--- src/rtl/phys_free_list.sv ---
// Physical register free list: circular FIFO of free preg numbers with show-ahead
// allocation, commit-time returns and head-pointer checkpoints for branch recovery.
module phys_free_list #(
    parameter  int NUM_PHYS = 64,
    parameter  int NUM_ARCH = 32,
    parameter  int NUM_CKPT = 4,
    localparam int DEPTH    = NUM_PHYS - NUM_ARCH,
    localparam int PREG_W   = $clog2(NUM_PHYS),
    localparam int PTR_W    = $clog2(DEPTH) + 1,
    localparam int CKPT_W   = (NUM_CKPT > 1) ? $clog2(NUM_CKPT) : 1
) (
    input  logic              clk,
    input  logic              reset_n,
    input  logic              alloc_req,
    output logic              alloc_valid,
    output logic [PREG_W-1:0] alloc_preg,
    input  logic              ret_valid,
    input  logic [PREG_W-1:0] ret_preg,
    input  logic              ckpt_save,
    input  logic [CKPT_W-1:0] ckpt_save_id,
    input  logic              ckpt_restore,
    input  logic [CKPT_W-1:0] ckpt_restore_id,
    output logic [PTR_W-1:0]  free_count,
    output logic              empty,
    output logic              full,
    output logic              overflow_err
);

    localparam int IDX_W = PTR_W - 1;

    logic [PREG_W-1:0] mem_r [DEPTH];
    logic [PTR_W-1:0]  ckpt_r [NUM_CKPT];
    logic [PTR_W-1:0]  head_r;
    logic [PTR_W-1:0]  tail_r;
    logic              overflow_r;

    logic [IDX_W-1:0]  head_idx_s;
    logic [IDX_W-1:0]  tail_idx_s;
    logic [PTR_W-1:0]  count_s;
    logic              empty_s;
    logic              full_s;
    logic              grant_s;
    logic              accept_s;
    logic              drop_s;
    logic [PTR_W-1:0]  head_next_s;

    // Advance a {wrap, index} pointer; the index wraps at DEPTH-1 so DEPTH need not be a power of two.
    function automatic logic [PTR_W-1:0] ptr_inc(input logic [PTR_W-1:0] p);
        logic [PTR_W-1:0] r;
        if (p[IDX_W-1:0] == IDX_W'(DEPTH - 1)) begin
            r = {~p[PTR_W-1], {IDX_W{1'b0}}};
        end else begin
            r = p + PTR_W'(1);
        end
        return r;
    endfunction

    assign head_idx_s = head_r[IDX_W-1:0];
    assign tail_idx_s = tail_r[IDX_W-1:0];

    // Occupancy from pointer distance; differing wrap bits mean the tail has lapped the array end.
    always_comb begin
        count_s = '0;
        if (head_r[PTR_W-1] == tail_r[PTR_W-1]) begin
            count_s = PTR_W'({1'b0, tail_idx_s}) - PTR_W'({1'b0, head_idx_s});
        end else begin
            count_s = PTR_W'(DEPTH) - PTR_W'({1'b0, head_idx_s}) + PTR_W'({1'b0, tail_idx_s});
        end
    end

    assign empty_s = (count_s == PTR_W'(0));
    assign full_s  = (count_s == PTR_W'(DEPTH));

    // Grant/accept decisions; a full list still takes a return when the head frees a slot this cycle.
    always_comb begin
        grant_s     = alloc_req && !empty_s && !ckpt_restore;
        accept_s    = ret_valid && (!full_s || grant_s);
        drop_s      = ret_valid && !accept_s;
        head_next_s = head_r;
        if (grant_s) begin
            head_next_s = ptr_inc(head_r);
        end else begin
            head_next_s = head_r;
        end
    end

    // Pointer, checkpoint and error-flag state.
    always_ff @(posedge clk or negedge reset_n) begin
        if (!reset_n) begin
            head_r     <= '0;
            tail_r     <= {1'b1, {IDX_W{1'b0}}};
            overflow_r <= 1'b0;
            for (int i = 0; i < NUM_CKPT; i++) begin
                ckpt_r[i] <= '0;
            end
        end else begin
            if (ckpt_restore) begin
                head_r <= ckpt_r[ckpt_restore_id];
            end else begin
                head_r <= head_next_s;
            end
            if (ckpt_save && !ckpt_restore) begin
                ckpt_r[ckpt_save_id] <= head_next_s;
            end
            if (accept_s) begin
                tail_r <= ptr_inc(tail_r);
            end
            if (drop_s) begin
                overflow_r <= 1'b1;
            end
        end
    end

    // Entry storage; reset seeds the pregs above the identity-mapped architectural set.
    always_ff @(posedge clk or negedge reset_n) begin
        if (!reset_n) begin
            for (int i = 0; i < DEPTH; i++) begin
                mem_r[i] <= PREG_W'(NUM_ARCH + i);
            end
        end else if (accept_s) begin
            mem_r[tail_idx_s] <= ret_preg;
        end
    end

    assign alloc_valid  = !empty_s;
    assign alloc_preg   = mem_r[head_idx_s];
    assign free_count   = count_s;
    assign empty        = empty_s;
    assign full         = full_s;
    assign overflow_err = overflow_r;

endmodule

--- config.mk ---
export PLATFORM = sky130hd
export DESIGN_NAME = phys_free_list
export DESIGN_NICKNAME = d
export VERILOG_FILES = /design/src/rtl/phys_free_list.sv
export SDC_FILE = /design/constraint.sdc
export NUM_CORES = 1
export LEC_CHECK = 0
export CORE_ASPECT_RATIO = 1.2
export CORE_MARGIN = 10
export CORE_UTILIZATION = 56
export DETAILED_ROUTE_END_ITERATION = 12
export HOLD_SLACK_MARGIN = 0.03
export PLACE_DENSITY = 0.8
export SLEW_MARGIN = 20
export SYNTH_ARGS = -nofsm -noshare
export SYNTH_HDL_FRONTEND = slang
export SYNTH_SLANG_ARGS = --single-unit
export TNS_END_PERCENT = 50
--- constraint.sdc ---
create_clock -name clk -period 3.1 [get_ports clk]
set_input_delay 0.31 -clock clk [delete_from_list [all_inputs] [get_ports clk]]
set_output_delay 0.31 -clock clk [all_outputs]
set_load 0.02 [all_outputs]
; Yosys cells after proc, flatten, opt, wreduce, memory -nomap -nowiden
; Cells that the tools add are included.
[word_totals]
reg_bits = 229
elab_cells = 90
out_inout_bits = 16
in_bits = 16
[op_classes]
n_eq_ne = 4
reduce_logical = 13
magnitude_cmp = 6
bitwise_logic = 6
muxes = 17
addsub = 5
[op_table]
columns = cell, count
row1 = $bwmux W192, 1
row2 = $mux W6, 11
row3 = $bmux W6 S5, 1
row4 = $demux W6 S5, 1
row5 = $bwmux W24, 1
row6 = $add A6 B1 Y6 const B, 2
row7 = $bmux W6 S2, 1
row8 = $demux W6 S2, 1
row9 = $ge A6 B6 Y1 const B, 2
row10 = $not A5 Y6, 2
row11 = $eq A5 B5 Y1 const B, 2
row12 = $logic_and A1 B1 Y1, 7
row13 = $add A6 B5 Y6, 1
row14 = $eq A6 B6 Y1 const B, 1
row15 = $ge A3 B3 Y1 const B, 2
row16 = $logic_not A6 Y1, 1
row17 = $lt A6 B1 Y1 const B, 1
row18 = $not A2 Y3, 2
row19 = $sub A5 B5 Y6, 1
row20 = $sub A6 B5 Y6 const A, 1
row21 = $logic_not A1 Y1, 4
row22 = $lt A3 B1 Y1 const B, 1
row23 = $not A1 Y1, 2
row24 = $eq A1 B1 Y1, 1
row25 = $logic_or A1 B1 Y1, 1

; Depth between registers and ports, before layout
[logic_depth]
ltp_word = 11
depth_mapped = 14
ltp_nobuf = 11

; Worst setup path before layout
; Ideal clock, no wire load.
[synth_timing]
kind = reg-to-reg
startpoint = reg head_r[1]
endpoint = reg mem_r[170] in the netlist's numbering
stages_incl_launch_ff = 14
required_time_ns = 2.978
slack_ns = -0.154
setup_ns = 0.122
t_arrival_ns = 3.133
path_cell_list = dfrtp_1 > clkbuf_1 > clkbuf_1 > inv_1 > fa_1 > a21o_1 > a21oi_1 > xor2_1 > o211ai_4 > nor2_4 > nand2_2 > buf_6 > buf_6 > a32o_1
[synth_via]
elab_cells_between_ends = 12
cone_classes = add/sub (3) / eq/ne (1) / mux (1) / reduce/logical (7)
[synth_rtl]
columns = element, line
row1 = start: declaration, 33  ; logic [PTR_W-1:0] head_r;
row2 = start signal: assignment, 98  ; head_r <= ckpt_r[ckpt_restore_id];
row3 = start signal: assignment, 100  ; head_r <= head_next_s;
row4 = $sub A6 B5 Y6, 67  ; count_s = PTR_W'(DEPTH) - PTR_W'({1'b0, head_idx_s}) + PTR_W'({1'b0, tail_idx_s});
row5 = $add A6 B5 Y6, 67
row6 = $mux W6 (*), 64  ; if (head_r[PTR_W-1] == tail_r[PTR_W-1]) begin
row7 = $eq A6 B6 Y1 (*), 72  ; assign full_s = (count_s == PTR_W'(DEPTH));
row8 = net full, 25  ; output logic full,
row9 = $logic_not A1 Y1 (*), 77  ; accept_s = ret_valid && (!full_s || grant_s);
row10 = $logic_or A1 B1 Y1 (*), 77
row11 = $logic_and A1 B1 Y1 (*), 77
row12 = end signal: indexed assignment, 118  ; mem_r[i] <= PREG_W'(NUM_ARCH + i);
row13 = end signal: indexed assignment, 121  ; mem_r[tail_idx_s] <= ret_preg;
row14 = end: declaration, 31  ; logic [PREG_W-1:0] mem_r [DEPTH];
; The timed path passes the listed nets; every way through them passes the cells marked *.
; A chain may end at the register's enable or synchronous reset.

; Worst setup path in the final report
[layout_timing]
startpoint = reg head_r[0]
endpoint = out alloc_preg[3]
[layout_via]
elab_chain_cells = 4
[layout_rtl]
columns = element, line
row1 = $not A5 Y6 (not written as such), 126  ; assign alloc_preg = mem_r[head_idx_s];
row2 = $bmux W6 S5, 126
row3 = $mux W6 (not written as such) (2 in a row), 126
row4 = end: declaration, 16  ; output logic [PREG_W-1:0] alloc_preg,
; Every way passes these cells. The select of a mux whose other input is x is not followed.

==> tab_implementation.tex <==
\begin{tabular}{lr}
\hline
Metric & Value \\
\hline
\multicolumn{2}{l}{\textbf{Outcome}} \\
\quad Result of the run & complete, but fails checks \\
\quad Failing checks & DRC \\
\multicolumn{2}{l}{\textbf{CTS}} \\
\quad H-tree levels & 1 \\
\quad Clock slew at reported path FFs & around 0.060 ns \\
\quad CTS tree & built \\
\quad CTS sink cnt & 229 \\
\quad Library cell used as clock root buffer & clkbuf\_16 \\
\quad Number of CTS-inserted buffers & 25 \\
\quad Clk Latency, worst-skew pair & between 0.5 and 0.6 ns \\
\quad Longest Clk Path Bufs & 3 \\
\multicolumn{2}{l}{\textbf{Synthesis}} \\
\quad Per-instance average area after synthesis & approximately 13 um2 \\
\quad Number of enable-type register cells in the synthesized netlist & 0 \\
\quad Most repeated cell in the gate-level netlist after synthesis & a32o\_1 \\
\quad Sequential cell area fraction in the yosys report & 0.5154 \\
\quad Proportion of register bits with asynchronous set or reset after synthesis & 1.000 \\
\quad Synthesized netlist net count & around 900 \\
\quad Post-synthesis cell type count & 56 \\
\quad Cell accounting for the most synthesized area & dfstp\_2 \\
\quad Top cells by count, synth & a32o\_1 (192), dfrtp\_1 (116), dfstp\_2 (113), nand2\_1 (67), mux4\_2 (66) \\
\quad Cell area after synthesis & about 0.011 mm2 \\
\quad Cell types with the largest area share after synthesis & dfstp\_2 (26\%), dfrtp\_1 (25\%), a32o\_1 (17\%) \\
\quad Post-synth top area share & 0.2606 \\
\quad Synth warnings & 0 \\
\quad Instance count of the mapped netlist & between 800 and 900 \\
\quad Number of flip-flops and latches in the synthesized netlist & 229 \\
\quad Main synth FF type & dfrtp\_1 \\
\multicolumn{2}{l}{\textbf{Pwr}} \\
\quad Fraction of power consumed by sequential logic & 0.364 \\
\quad Internal power & between 9 and 10 mW \\
\quad Max rail drop VDD & $\sim$1.1 mV \\
\quad Proportion of power drawn by combinational gates & 0.446 \\
\quad Standby leakage power & roughly 5.1 nW \\
\quad Switching power & $\sim$5.4 mW \\
\quad Switching power share of the total & 0.3703 \\
\quad Total power divided by cell area & 1128 mW/mm2 \\
\quad Clock network fraction of total power & 0.190 \\
\multicolumn{2}{l}{\textbf{Finish}} \\
\quad Final cell area excluding filler cells & between 0.01 and 0.015 mm2 \\
\quad Final Net Count & 893 \\
\quad Finished Core Util & 0.6445 \\
\quad Share of cells above drive strength 1 & 0.3549 \\
\quad Diodes inserted & 0 \\
\quad Area overhead of the layout relative to synthesis & 13.78\% \\
\multicolumn{2}{l}{\textbf{Worst setup path}} \\
\quad Worst r2r dst & mem\_r[90] \\
\quad Depth of the most critical reg-to-reg path & 11 \\
\quad Data arrival at the endpoint of the critical path & 2.76 ns \\
\quad Worst setup path category & reg -> out \\
\quad Startpoint of the most critical register-to-register path & head\_r[2] \\
\quad Type of element launching the critical path & register \\
\quad Data required time at the worst endpoint & roughly 2.8 ns \\
\quad Reg-to-reg slack, setup & approximately 0.05 ns \\
\quad Endpoint kind of the worst setup timing path & output pin \\
\quad Maximum fanout along the worst path & 13 \\
\multicolumn{2}{l}{\textbf{Global route}} \\
\quad Number of antenna violations at the first check in global routing & 1 \\
\quad Global-route track usage on met1 & 0.3103 \\
\quad First-pass GRT wire length & slightly below 50 mm \\
\quad Met3 track demand over resource in global routing & 0.05506 \\
\quad Global routing usage summed across all routing layers & 0.2388 \\
\quad Met2 routing resource usage after global routing & 0.3649 \\
\quad Via count of the first global-routing pass & approximately 8.5k \\
\quad Highest-utilization routing layer at the global route stage & met2 \\
\quad Pin count of the biggest net entering global routing & roughly 140 \\
\quad Overflow after GRT & 0 \\
\multicolumn{2}{l}{\textbf{Placed design}} \\
\quad Worst Setup Slack post-DPL & 0.03929 ns \\
\quad Routability congestion estimate from global placement & around 0.95 \\
\quad \# port buffers & 31 \\
\quad Post-detail-place hpwl & 19.61 mm \\
\quad Instance area at placement & between 0.01 and 0.015 mm2 \\
\multicolumn{2}{l}{\textbf{Route}} \\
\quad Total vias in the final route & between 8k and 9k \\
\quad DRC errors left & 2 \\
\quad Iteration count of the initial detailed-routing pass & 10 \\
\quad Drt wl/cell & 27.95 um \\
\quad Count of nets left with antenna violations after detail routing & 0 \\
\quad Mean number of vias per cell & between 7 and 8 \\
\quad Total wire length after detailed routing & around 32 mm \\
\quad DRT iter0 DRCs & $\sim$1.1k \\
\multicolumn{2}{l}{\textbf{STA}} \\
\quad Worst Max-Slew Pin Slew & approximately 0.82 ns \\
\quad Final worst-path cycle share & 0.9915 \\
\quad Hold slack final & 0.3944 ns \\
\quad Number of failing setup endpoints in the final timing report & 0 \\
\quad Relative slew slack & 0.4508 \\
\quad Final worst slack & between 0.02 and 0.03 ns \\
\quad Time the final worst path needs with I/O delays and setup & 3.074 ns \\
\quad Setup skew after layout & 0.01380 ns \\
\quad Slew Viols, Final & 0 \\
\quad Highest attainable clock frequency & roughly 0.33 GHz \\
\quad Final hold violations & 0 \\
\quad Unrepaired setup endpoints after global routing & yes \\
\multicolumn{2}{l}{\textbf{Die}} \\
\quad Effective utilization at floorplan & 0.5664 \\
\quad Area enclosed by the die boundary & between 0.02 and 0.03 mm2 \\
\quad Die X-Extent & between 150 and 200 um \\
\quad Placeable Area & $\sim$0.020 mm2 \\
\quad Number of core rows & 57 \\
\quad Top-Level Pins & 32 \\
\quad Height of the die & roughly 180 um \\
\multicolumn{2}{l}{\textbf{Flow run}} \\
\quad Max-cap check violation count & 0 \\
\multicolumn{2}{l}{\textbf{Worst hold path}} \\
\quad Worst Hold Class & in -> async \\
\hline
\end{tabular}
-- what timing repair did --
item | 4_1_cts | 5_1_grt
buffers inserted | 4 | 5
cloned | 3 | 0
resized for setup | 48 | 12
endpoints found under the setup margin | 12 | 87
hold buffers | 1 | 0
endpoints found under the hold margin | 53 | 0
pin swaps | 0 | 2
-- sequential cells by signal, indices dropped and copies added (netlist names) --
| register | flops |
|---|---|
| mem_r | 192 |
| ckpt_r | 24 |
| head_r | 6 |
| tail_r | 6 |
| overflow_err | 1 |
-- layout make-up --
type | instances | area (um2)
Clock inverter | 10 | 71.32
Multi-Input combinational cell | 503 | 5005
Clock buffer | 36 | 686.9
Fill cell | 1473 | 7149
Inverter | 19 | 76.32
Timing Repair Buffer | 85 | 914.6
Tap cell | 265 | 331.6
Sequential cell | 229 | 5877
-- kinds of logic (layout without fill, tap and decap cells) --
logic type / Yosys count / count (layout) / share of synthesized area
buf+inv: 112 / 150 / 0.05162
simple gates: 154 / 154 / 0.06227
flops: 229 / 229 / 0.5154
mux: 73 / 73 / 0.1371
compound gates: 255 / 255 / 0.2115
fa+ha+maj: 14 / 14 / 0.01604
xor+xnor: 7 / 7 / 0.006041
-- metal layers --
layer | vias up | routed length [um]
li1 | 3454 | -
met4 | 2 | 1822
met5 | - | 15
met2 | 470 | 15070
met3 | 113 | 3138
met1 | 4326 | 12010
-- stage by stage --
stage | cells | setup TNS, ns | power, mW
floorplan | 844 | 0 | 9.569
global placement | 1088 | 0 | 11.32
detailed placement | 1088 | 0 | 11.56
CTS | 1142 | -0.05039 | 14.42
global route | 1147 | -0.07940 | 15.29
finish | 1147 | 0 | 14.62
-- cell usage in the layout, fill, tap and decap left out, types with 15 or more instances in the layout --
master	netlist	final
clkdlybuf4s50_1	0	18
nand2_1	67	64
mux4_2	66	66
buf_4	2	40
a32o_1	192	192
dfrtp_1	116	114
and3_1	29	29
clkbuf_16	0	25
a21oi_1	30	28
dfstp_2	113	113
inv_1	15	15
nor2_1	34	33
-- worst max path at each step --
stage	startpoint	endpoint	slack (ns)
after detailed placement	head_r[2]	mem_r[154]	0.04
after global placement	tail_r[0]	head_r[0]	0.10
after CTS	tail_r[0]	empty	-0.05
after global routing	head_r[0]	alloc_preg[3]	-0.03
after floorplan	head_r[1]	mem_r[170]	0.03
final	head_r[0]	alloc_preg[3]	0.03
-- worst max-delay path, stage by stage, from the launching register on --
cell     delay, ns
dfrtp_4       0.43
buf_12        0.16
buf_16        0.17
buf_4         0.13
mux4_2        0.49
mux4_2        0.52
nand2_1       0.10
nand2_1       0.08
buf_2         0.16
-- power groups by stage --
| stage | registers (mW) | clock network, mW | logic, mW |
|---|---|---|---|
| after floorplan | 5.10 | 0 | 4.47 |
| after global placement | 5.25 | 0 | 6.08 |
| after detailed placement | 5.33 | 0 | 6.24 |
| after CTS | 5.29 | 2.78 | 6.35 |
| after global routing | 5.44 | 2.92 | 6.93 |
| final | 5.33 | 2.77 | 6.52 |
Note: power is estimated with default switching activity, not from simulation.
